### config.mk
export PLATFORM = sky130hd
export DESIGN_NAME = noc_eject_rx
export DESIGN_NICKNAME = d
export VERILOG_FILES = /design/src/rtl/noc_eject_rx.sv
export SDC_FILE = /design/constraint.sdc
export NUM_CORES = 1
export LEC_CHECK = 0
export CORE_ASPECT_RATIO = 1.2
export CORE_MARGIN = 2
export CORE_UTILIZATION = 35
export DETAILED_ROUTE_END_ITERATION = 12
export DONT_BUFFER_PORTS = 1
export PLACE_DENSITY_LB_ADDON = 0.3
export SLEW_MARGIN = 25
export SYNTH_ARGS = -nofsm -noshare
export SYNTH_HDL_FRONTEND = slang
export SYNTH_SLANG_ARGS = --single-unit
### constraint.sdc
create_clock -name clk -period 7.9 [get_ports clk]
set_clock_uncertainty 0.05 [all_clocks]
set_input_delay 1.185 -clock clk [delete_from_list [all_inputs] [get_ports clk]]
set_output_delay 1.185 -clock clk [all_outputs]
set_load 0.005 [all_outputs]
### src/rtl/noc_eject_rx.sv
// noc_eject_rx: buffers router-ejected flits per VC, tracks per-VC packet locks,
// and re-serialises whole packets to the core over a valid/ready stream.
module noc_eject_rx #(
   parameter int DATAW = 66,
   parameter int VCN   = 4,
   parameter int DEPTH = 4
) (
   input  logic                     clk,
   input  logic                     rst,
   input  logic [DATAW-1:0]         idata,
   input  logic                     ivalid,
   input  logic [$clog2(VCN)-1:0]   ivch,
   output logic [VCN-1:0]           oack,
   output logic [VCN-1:0]           olck,
   output logic [DATAW-1:0]         pdata,
   output logic                     pvalid,
   output logic                     psop,
   output logic                     peop,
   output logic [$clog2(VCN)-1:0]   pvch,
   input  logic                     pready,
   output logic [15:0]              pkt_cnt,
   output logic                     ovf_err,
   output logic                     proto_err
);
   localparam int VW = $clog2(VCN);
   localparam int AW = $clog2(DEPTH);
   localparam int CW = AW + 1;
   localparam logic [CW-1:0] FULLC = CW'(DEPTH);
   localparam logic [CW-1:0] ACKC  = CW'(DEPTH - 2);
   // flit type encodings from define.h
   localparam logic [1:0] TYPE_HEAD = 2'b11;
   localparam logic [1:0] TYPE_DATA = 2'b10;
   localparam logic [1:0] TYPE_TAIL = 2'b01;
   localparam logic [1:0] TYPE_NONE = 2'b00;

   typedef enum logic {IDLE, BUSY} state_t;

   logic [DATAW-1:0] mem [VCN][DEPTH];
   logic [AW-1:0]    wptr [VCN];
   logic [AW-1:0]    rptr [VCN];
   logic [CW-1:0]    count [VCN];
   logic [VCN-1:0]   full, empty, push, pop;
   logic [1:0]       ityp, ptyp;
   logic             typed, legal, wr_ok, hs, tail_pop, any;
   logic [VW-1:0]    grant, rr_ptr, winner, idx;
   logic [DATAW-1:0] front;
   state_t           state, state_nxt;

   assign ityp  = idata[DATAW-1:DATAW-2];
   assign typed = ivalid & (ityp != TYPE_NONE);
   assign legal = (ityp == TYPE_HEAD) ? !olck[ivch] :
                  (ityp == TYPE_DATA || ityp == TYPE_TAIL) ? olck[ivch] : 1'b0;
   assign wr_ok = typed & !full[ivch] & legal;
   assign push  = wr_ok ? (VCN'(1) << ivch) : '0;

   always_comb begin
      full  = '0;
      empty = '0;
      oack  = '0;
      for (int v = 0; v < VCN; v++) begin
         full[v]  = count[v] == FULLC;
         empty[v] = count[v] == '0;
         oack[v]  = count[v] <= ACKC;
      end
   end

   always_ff @(posedge clk)
      if (wr_ok) mem[ivch][wptr[ivch]] <= idata;

   always_ff @(posedge clk or posedge rst)
      if (rst) begin
         for (int v = 0; v < VCN; v++) begin
            wptr[v]  <= '0;
            rptr[v]  <= '0;
            count[v] <= '0;
         end
         olck      <= '0;
         ovf_err   <= 1'b0;
         proto_err <= 1'b0;
      end else begin
         for (int v = 0; v < VCN; v++) begin
            if (push[v]) wptr[v] <= wptr[v] + 1'b1;
            if (pop[v]) rptr[v] <= rptr[v] + 1'b1;
            count[v] <= count[v] + CW'(push[v]) - CW'(pop[v]);
            if (push[v] && ityp == TYPE_HEAD) olck[v] <= 1'b1;
            if (push[v] && ityp == TYPE_TAIL) olck[v] <= 1'b0;
         end
         if (typed && full[ivch]) ovf_err <= 1'b1;
         if (typed && !full[ivch] && !legal) proto_err <= 1'b1;
      end

   // descending scan so the VC closest to rr_ptr wins
   always_comb begin
      any    = 1'b0;
      winner = rr_ptr;
      idx    = rr_ptr;
      for (int i = VCN - 1; i >= 0; i--) begin
         idx = rr_ptr + VW'(i);
         if (!empty[idx]) begin
            any    = 1'b1;
            winner = idx;
         end
      end
   end

   assign front    = mem[grant][rptr[grant]];
   assign ptyp     = front[DATAW-1:DATAW-2];
   assign pvalid   = (state == BUSY) & !empty[grant];
   assign pdata    = pvalid ? front : '0;
   assign psop     = pvalid & (ptyp == TYPE_HEAD);
   assign peop     = pvalid & (ptyp == TYPE_TAIL);
   assign pvch     = grant;
   assign hs       = pvalid & pready;
   assign pop      = hs ? (VCN'(1) << grant) : '0;
   assign tail_pop = hs & peop;

   always_ff @(posedge clk or posedge rst)
      if (rst) state <= IDLE;
      else state <= state_nxt;

   always_comb begin
      state_nxt = state;
      if (state == IDLE) state_nxt = any ? BUSY : IDLE;
      else state_nxt = tail_pop ? IDLE : BUSY;
   end

   always_ff @(posedge clk or posedge rst)
      if (rst) begin
         grant   <= '0;
         rr_ptr  <= '0;
         pkt_cnt <= '0;
      end else begin
         if (state == IDLE && any) grant <= winner;
         if (tail_pop) rr_ptr <= grant + 1'b1;
         pkt_cnt <= pkt_cnt + 16'(tail_pop);
      end
endmodule

==> metrics.csv, run 1 <==
metric,value,unit
synth_cell_types,53,
cp_max_fo,60,
cp-startpoint,pvch[1],
syn_to_final_growth,13.66,%
drtIter0Drc,1537,
die_w,323.8,um
hold_class,input pin to asynchronous set/reset pin,
grt_start_max_net_pins,117,
worstSetupPathType,register to output port,
worstMarginPinSlew,1.021,ns
nets,2132,
finalCritPeriodShare,77.46,%
cp-end-kind,output port,
syn_nets,2067,
drt_pass1_iterations,5,
rsz0062_at_grt,no,
synth_edf_count,1056,
wl_per_cell,27.05,um
ys_ff_latch,1111,
drc,0,
clkLatencyLatePin,0.71,ns
avgSynthCellArea,21.80,um^2
grt_pass1_vias,21040,
port_buffers,0,
track_usage,16.26,%
post-dp-hpwl,55000,um
cts.clk_slew.worst_paths,0.06,ns
cp-start-kind,register,
worstReg2RegStart,pvch[1],
reg2reg_slack,3.50,ns
antenna_found_initial,1,
status,"finished, final reports clean",
crit_required,6.66,ns
power_density,353.3,nW/um^2
wl,101700,um
setup_viol,0,
hold_slack,0.3938,ns
htree_levels,3,
fin_crit,6.119,ns
finish.utilization,40.15,%
cts_root_buffer,clkbuf_16,
p_switching,5.417,mW
gp_congestion,0.7600,
crit_end,pdata[31],
cts_buffer_depth,3,
timing.rr.end,pkt_cnt[14],
vias,19920,
swShare,31.41,%
power_frac_seq,39.8,%
grt_pass1_wl,146900,um
finalSetupTns,0,ns
drv_cap,0,
cp.arrival,4.88,ns
tritoncts,done,
max_clock_freq,163.4,MHz
ys.warnings.count,0,
die_height,387.7,um
clkPwrFrac,30.3,%
vdd_drop_max,0.2569,mV
cts.repair.resized,0,
viasPerCell,5.297,
maxSlewViolCount,0,
leakagePower,15.54,nW
overflow,0,
cts_hold_buf,0,
cts.sinks,1111,
synth-main-ff-cell,edfxtp_1,
synthArstFlopShare,4.950,%
dieArea,125500,um^2
layout-drive-gt1-share,23.51,%
finalHoldViolCount,0,
ios,169,
cts_setup_buffers,0,
intPower,11.83,mW
max-slew-margin-rel,31.91,%
numCtsBuffers,112,
synth_cells,1970,
rows,140,
comb_power_share,30.0,%
design.core.area,121600,um^2
yosysSeqAreaShare,77.04,%
mappedNetlistArea,42950,um^2
ant_nets,0,
r2r_cells,10,
initial_core_util,35.33,%
diodes,0,
power by group through the flow:
stage / Combinational [mW] / Clock [mW] / Sequential [mW]
after floorplan: 3.80 / 0 / 6.85
after global placement: 5.27 / 0 / 6.97
after detailed placement: 5.31 / 0 / 6.98
after CTS: 5.32 / 5.36 / 6.86
after global routing: 5.58 / 5.57 / 6.88
final: 5.17 / 5.22 / 6.86
cell usage in the layout (no fill, tap or decap), types with 6 or more instances in the layout:
master | netlist | final
buf_4 | 0 | 37
clkbuf_1 | 34 | 18
nand3_1 | 13 | 13
xnor2_1 | 17 | 17
ha_1 | 21 | 21
clkinv_1 | 1 | 32
bufinv_16 | 0 | 10
nor2_1 | 149 | 137
clkbuf_16 | 0 | 115
clkinvlp_4 | 0 | 6
nand4_1 | 6 | 6
nor2b_1 | 7 | 6
nand2_1 | 13 | 12
inv_1 | 35 | 34
dfrtp_1 | 55 | 53
xor2_1 | 14 | 14
clkinv_2 | 0 | 16
o21ai_0 | 8 | 8
mux2i_1 | 70 | 70
nor3_1 | 8 | 8
nor2_4 | 0 | 12
edfxtp_1 | 1056 | 1056
o32ai_1 | 64 | 64
mux4_2 | 264 | 264
state kept, by name (all words and copies together) (netlist names):
signal,flops
mem,1056
pkt_cnt,16
count,12
rptr,8
wptr,8
olck,4
pvch,2
rr_ptr,2
ovf_err,1
proto_err,1
state,1
routing by layer:
metal | up-vias | wire length, um | track usage, %
met2 | 552 | 52050 | 27.68
met5 | - | 0 | 0
met1 | 10880 | 41320 | 20.64
met4 | 0 | 2049 | 4.722
met3 | 134 | 6294 | 3.776
li1 | 8355 | - | -
Yosys cell counts (13+ instances only):
master,instances,area [um^2]
mux2i_1,70,700.7
o32ai_1,64,560.5
buf_2,58,290.3
nor2_1,149,559.3
clkbuf_1,34,127.6
nand2_1,13,48.80
nand3_1,13,65.06
ha_1,21,262.8
edfxtp_1,1056,31710
mux4_2,264,5946
xor2_1,14,122.6
xnor2_1,17,148.9
dfrtp_1,55,1376
inv_1,35,131.4
critical path, cell delays in order (launching register included):
cell      delay, ns
dfrtp_4        1.04
inv_6          0.49
a2111o_1       0.49
a21oi_2        0.43
nand2_4        0.38
buf_4          0.47
o32ai_1        0.81
stage by stage:
| stage | setup WS (ns) | instance area, um^2 | power [mW] | cells |
|---|---|---|---|---|
| finish | 1.781 | 48810 | 17.24 | 3760 |
| global route | 1.410 | 48810 | 18.03 | 3760 |
| CTS | 1.527 | 48780 | 17.54 | 3759 |
| detailed placement | 2.345 | 45170 | 12.29 | 3553 |
| global placement | 2.358 | 45030 | 12.24 | 3548 |
| floorplan | 1.835 | 42950 | 10.66 | 1970 |
cell families after synthesis:
kind of cell               Yosys count  share of synthesized area, %
AOI/OAI and AO/OA                  102                         1.981
muxes                              342                         15.87
DFF                               1111                         77.04
buffers and inverters              134                         1.358
and+or+nand+nor                    225                         2.319
xor gates and xnor gates            31                        0.6322
adders and majority gates           25                        0.7983
how the worst min path moves through the flow:
stage                        to  cells past startpoint     from
detailed placement      rptr[3]                      1  rptr[3]
CTS                  pkt_cnt[3]                      1      rst
finish              pkt_cnt[15]                      1      rst
global route        pkt_cnt[11]                      1      rst
floorplan               rptr[3]                      1  rptr[3]
global placement        wptr[5]                      1  wptr[5]
cell type report:
class / instances / area, um^2
sequential: 1111 / 33090
clock buffer: 133 / 2945
multi-input combinational: 725 / 9395
fill: 10710 / 72750
timing repair buffer: 49 / 529.3
clock inverter: 73 / 664.4
tap: 1633 / 2043
inverter: 36 / 142.6
(Power assumes the default switching activity.)
==> run 2, diff against run 1 <==
==> constraint.sdc (replaced) <==
create_clock -name clk -period 5.3 [get_ports clk]
set_clock_uncertainty 0.05 [all_clocks]
set_input_delay 0.795 -clock clk [delete_from_list [all_inputs] [get_ports clk]]
set_output_delay 0.795 -clock clk [all_outputs]
set_load 0.005 [all_outputs]
==> metrics.csv, run 2 (synthesis gave the netlist of run 1 again) <==
metric,value,unit
status,"finished, final reports clean",
clkPwrFrac,28.3,%
tritoncts,done,
vias,20220,
largest_reg_flops,1056,
die_height,387.7,um
setup_viol,0,
wl,102000,um
design.core.area,121600,um^2
gp_congestion,0.7425,
p_switching,8.196,mW
power_density,534.8,nW/um^2
rows,140,
slowest_delay,0.83,ns
hold_slack,0.1110,ns
intPower,18.17,mW
hold_class,input pin to register,
htree_levels,3,
power_frac_seq,38.4,%
ant_nets,0,
initial_core_util,35.33,%
swShare,31.08,%
cp.arrival,3.98,ns
numCtsBuffers,108,
crit_chain,"mux4_4, buf_4, buf_4, mux4_2, mux2i_1, o32ai_1, buf_4",
rsz0062_at_grt,no,
nets,2189,
cp-end-kind,output port,
critPathSlowestCell,mux4_4,
cp-start-kind,register,
max-slew-margin-rel,35.01,%
track_usage,16.25,%
comb_power_share,33.3,%
cts_root_buffer,clkbuf_16,
wl_per_cell,26.73,um
syn_to_final_growth,14.81,%
post-dp-hpwl,51470,um
drt_pass1_iterations,5,
dp_slack,1.189,ns
overflow,0,
final_cell_mix,"edfxtp_1 (1056), mux4_2 (264), nor2_1 (137), clkbuf_16 (112), buf_4 (79)",
drtIter0Drc,1608,
layout-drive-gt1-share,25.61,%
crit_required,4.45,ns
die_w,323.8,um
drc,0,
dieArea,125500,um^2
drv_cap,0,
finish.utilization,40.56,%
cts.clk_slew.worst_paths,0.07,ns
clkLatencyLatePin,0.73,ns
cts.sinks,1111,
grt_pass1_vias,21450,
maxSlewViolCount,0,
worstSetupPathType,register to output port,
cp_max_fo,30,
cts_buffer_depth,3,
crit_top_cell,buf_4,
port_buffers,0,
finalCritPeriodShare,91.05,%
antenna_found_initial,1,
grt_pass1_wl,148000,um
worstMarginPinSlew,0.9477,ns
place_area,45830,um^2
setup_ws,0.4743,ns
vdd_drop_max,0.3771,mV
diodes,0,
fin_crit,4.826,ns
finalHoldViolCount,0,
ios,169,
leakagePower,15.83,nW
viasPerCell,5.298,
max_clock_freq,207.2,MHz
final_cell_area,49310,um^2
grt_start_max_net_pins,113,
final_common_cell,edfxtp_1,
cts.repair.resized,0,
==> run 2: cell types whose count changed in the layout (fill, tap and decap cells not counted), moves of 2 or more <==
cell,previous run,this run
buf_4,37,79
buf_12,4,28
clkinv_1,32,25
bufinv_16,10,6
inv_6,2,6
buf_16,5,2
buf_6,3,0
clkbuf_1,18,21
clkbuf_16,115,112
clkinv_2,16,19
clkinvlp_4,6,3
clkinvlp_2,0,2
==> run 2: worst paths after layout <==
| path | from | end | slack, ns | cells past startpoint |
|---|---|---|---|---|
| max in group asynchronous | rst | pvch[0] | 3.89 | 3 |
| min in group asynchronous | rst | pkt_cnt[15] | 0.45 | 2 |
| hold reg to reg | wptr[5] | wptr[5] | 0.42 | 1 |
| setup / recovery | pvch[0] | pdata[48] | 0.47 | 7 |
| hold / removal | idata[1] | mem[3][1] | 0.11 | 0 |
| setup reg to reg | pvch[1] | pkt_cnt[10] | 1.54 | 10 |
==> run 2: timing repair <==
action	in CTS	in global routing
endpoints found under the hold margin	16	0
hold buffers	1	0
setup buffers	0	0
==> run 2: final cells by class <==
class / instances / area [um^2]
multi-input combinational: 725 / 9395
sequential: 1111 / 33090
tap: 1633 / 2043
clock buffer: 133 / 2882
inverter: 36 / 140.1
fill: 10600 / 72260
timing repair buffer: 110 / 1219
clock inverter: 68 / 534.3
==> run 2: through the flow <==
| step | cells | power [mW] | TNS [ns] |
|---|---|---|---|
| 2_1_floorplan | 1970 | 15.88 | -74.42 |
| 3_3_place_gp | 3612 | 19.16 | 0 |
| 3_5_place_dp | 3612 | 19.26 | 0 |
| 4_1_cts | 3814 | 26.72 | 0 |
| 5_1_grt | 3816 | 27.55 | 0 |
| 6_report | 3816 | 26.37 | 0 |
==> run 2: power by group through the flow <==
stage                     clock network (mW)  registers [mW]  logic, mW
after CTS                               7.62            10.1       8.98
final                                   7.46            10.1       8.79
after floorplan                            0            10.2       5.67
after global placement                     0            10.3       8.87
after global routing                    7.95            10.2       9.44
after detailed placement                   0            10.3       8.95
==> run 2: layer usage <==
metal / vias to the layer above / routed length, um / GRT usage, %
met5: - / 0 / 0
met4: 0 / 2265 / 5.152
met3: 131 / 6845 / 3.567
met2: 616 / 50530 / 27.15
met1: 11020 / 42370 / 21.06
li1: 8450 / - / -
==> run 2: worst max-delay path, delay by kind of cell (launching register included) <==
family	cells	cell delay, ns
AOI/OAI and AO/OA	1	0.13
buffers and inverters	3	1.06
DFF	1	0.62
muxes	3	1.39
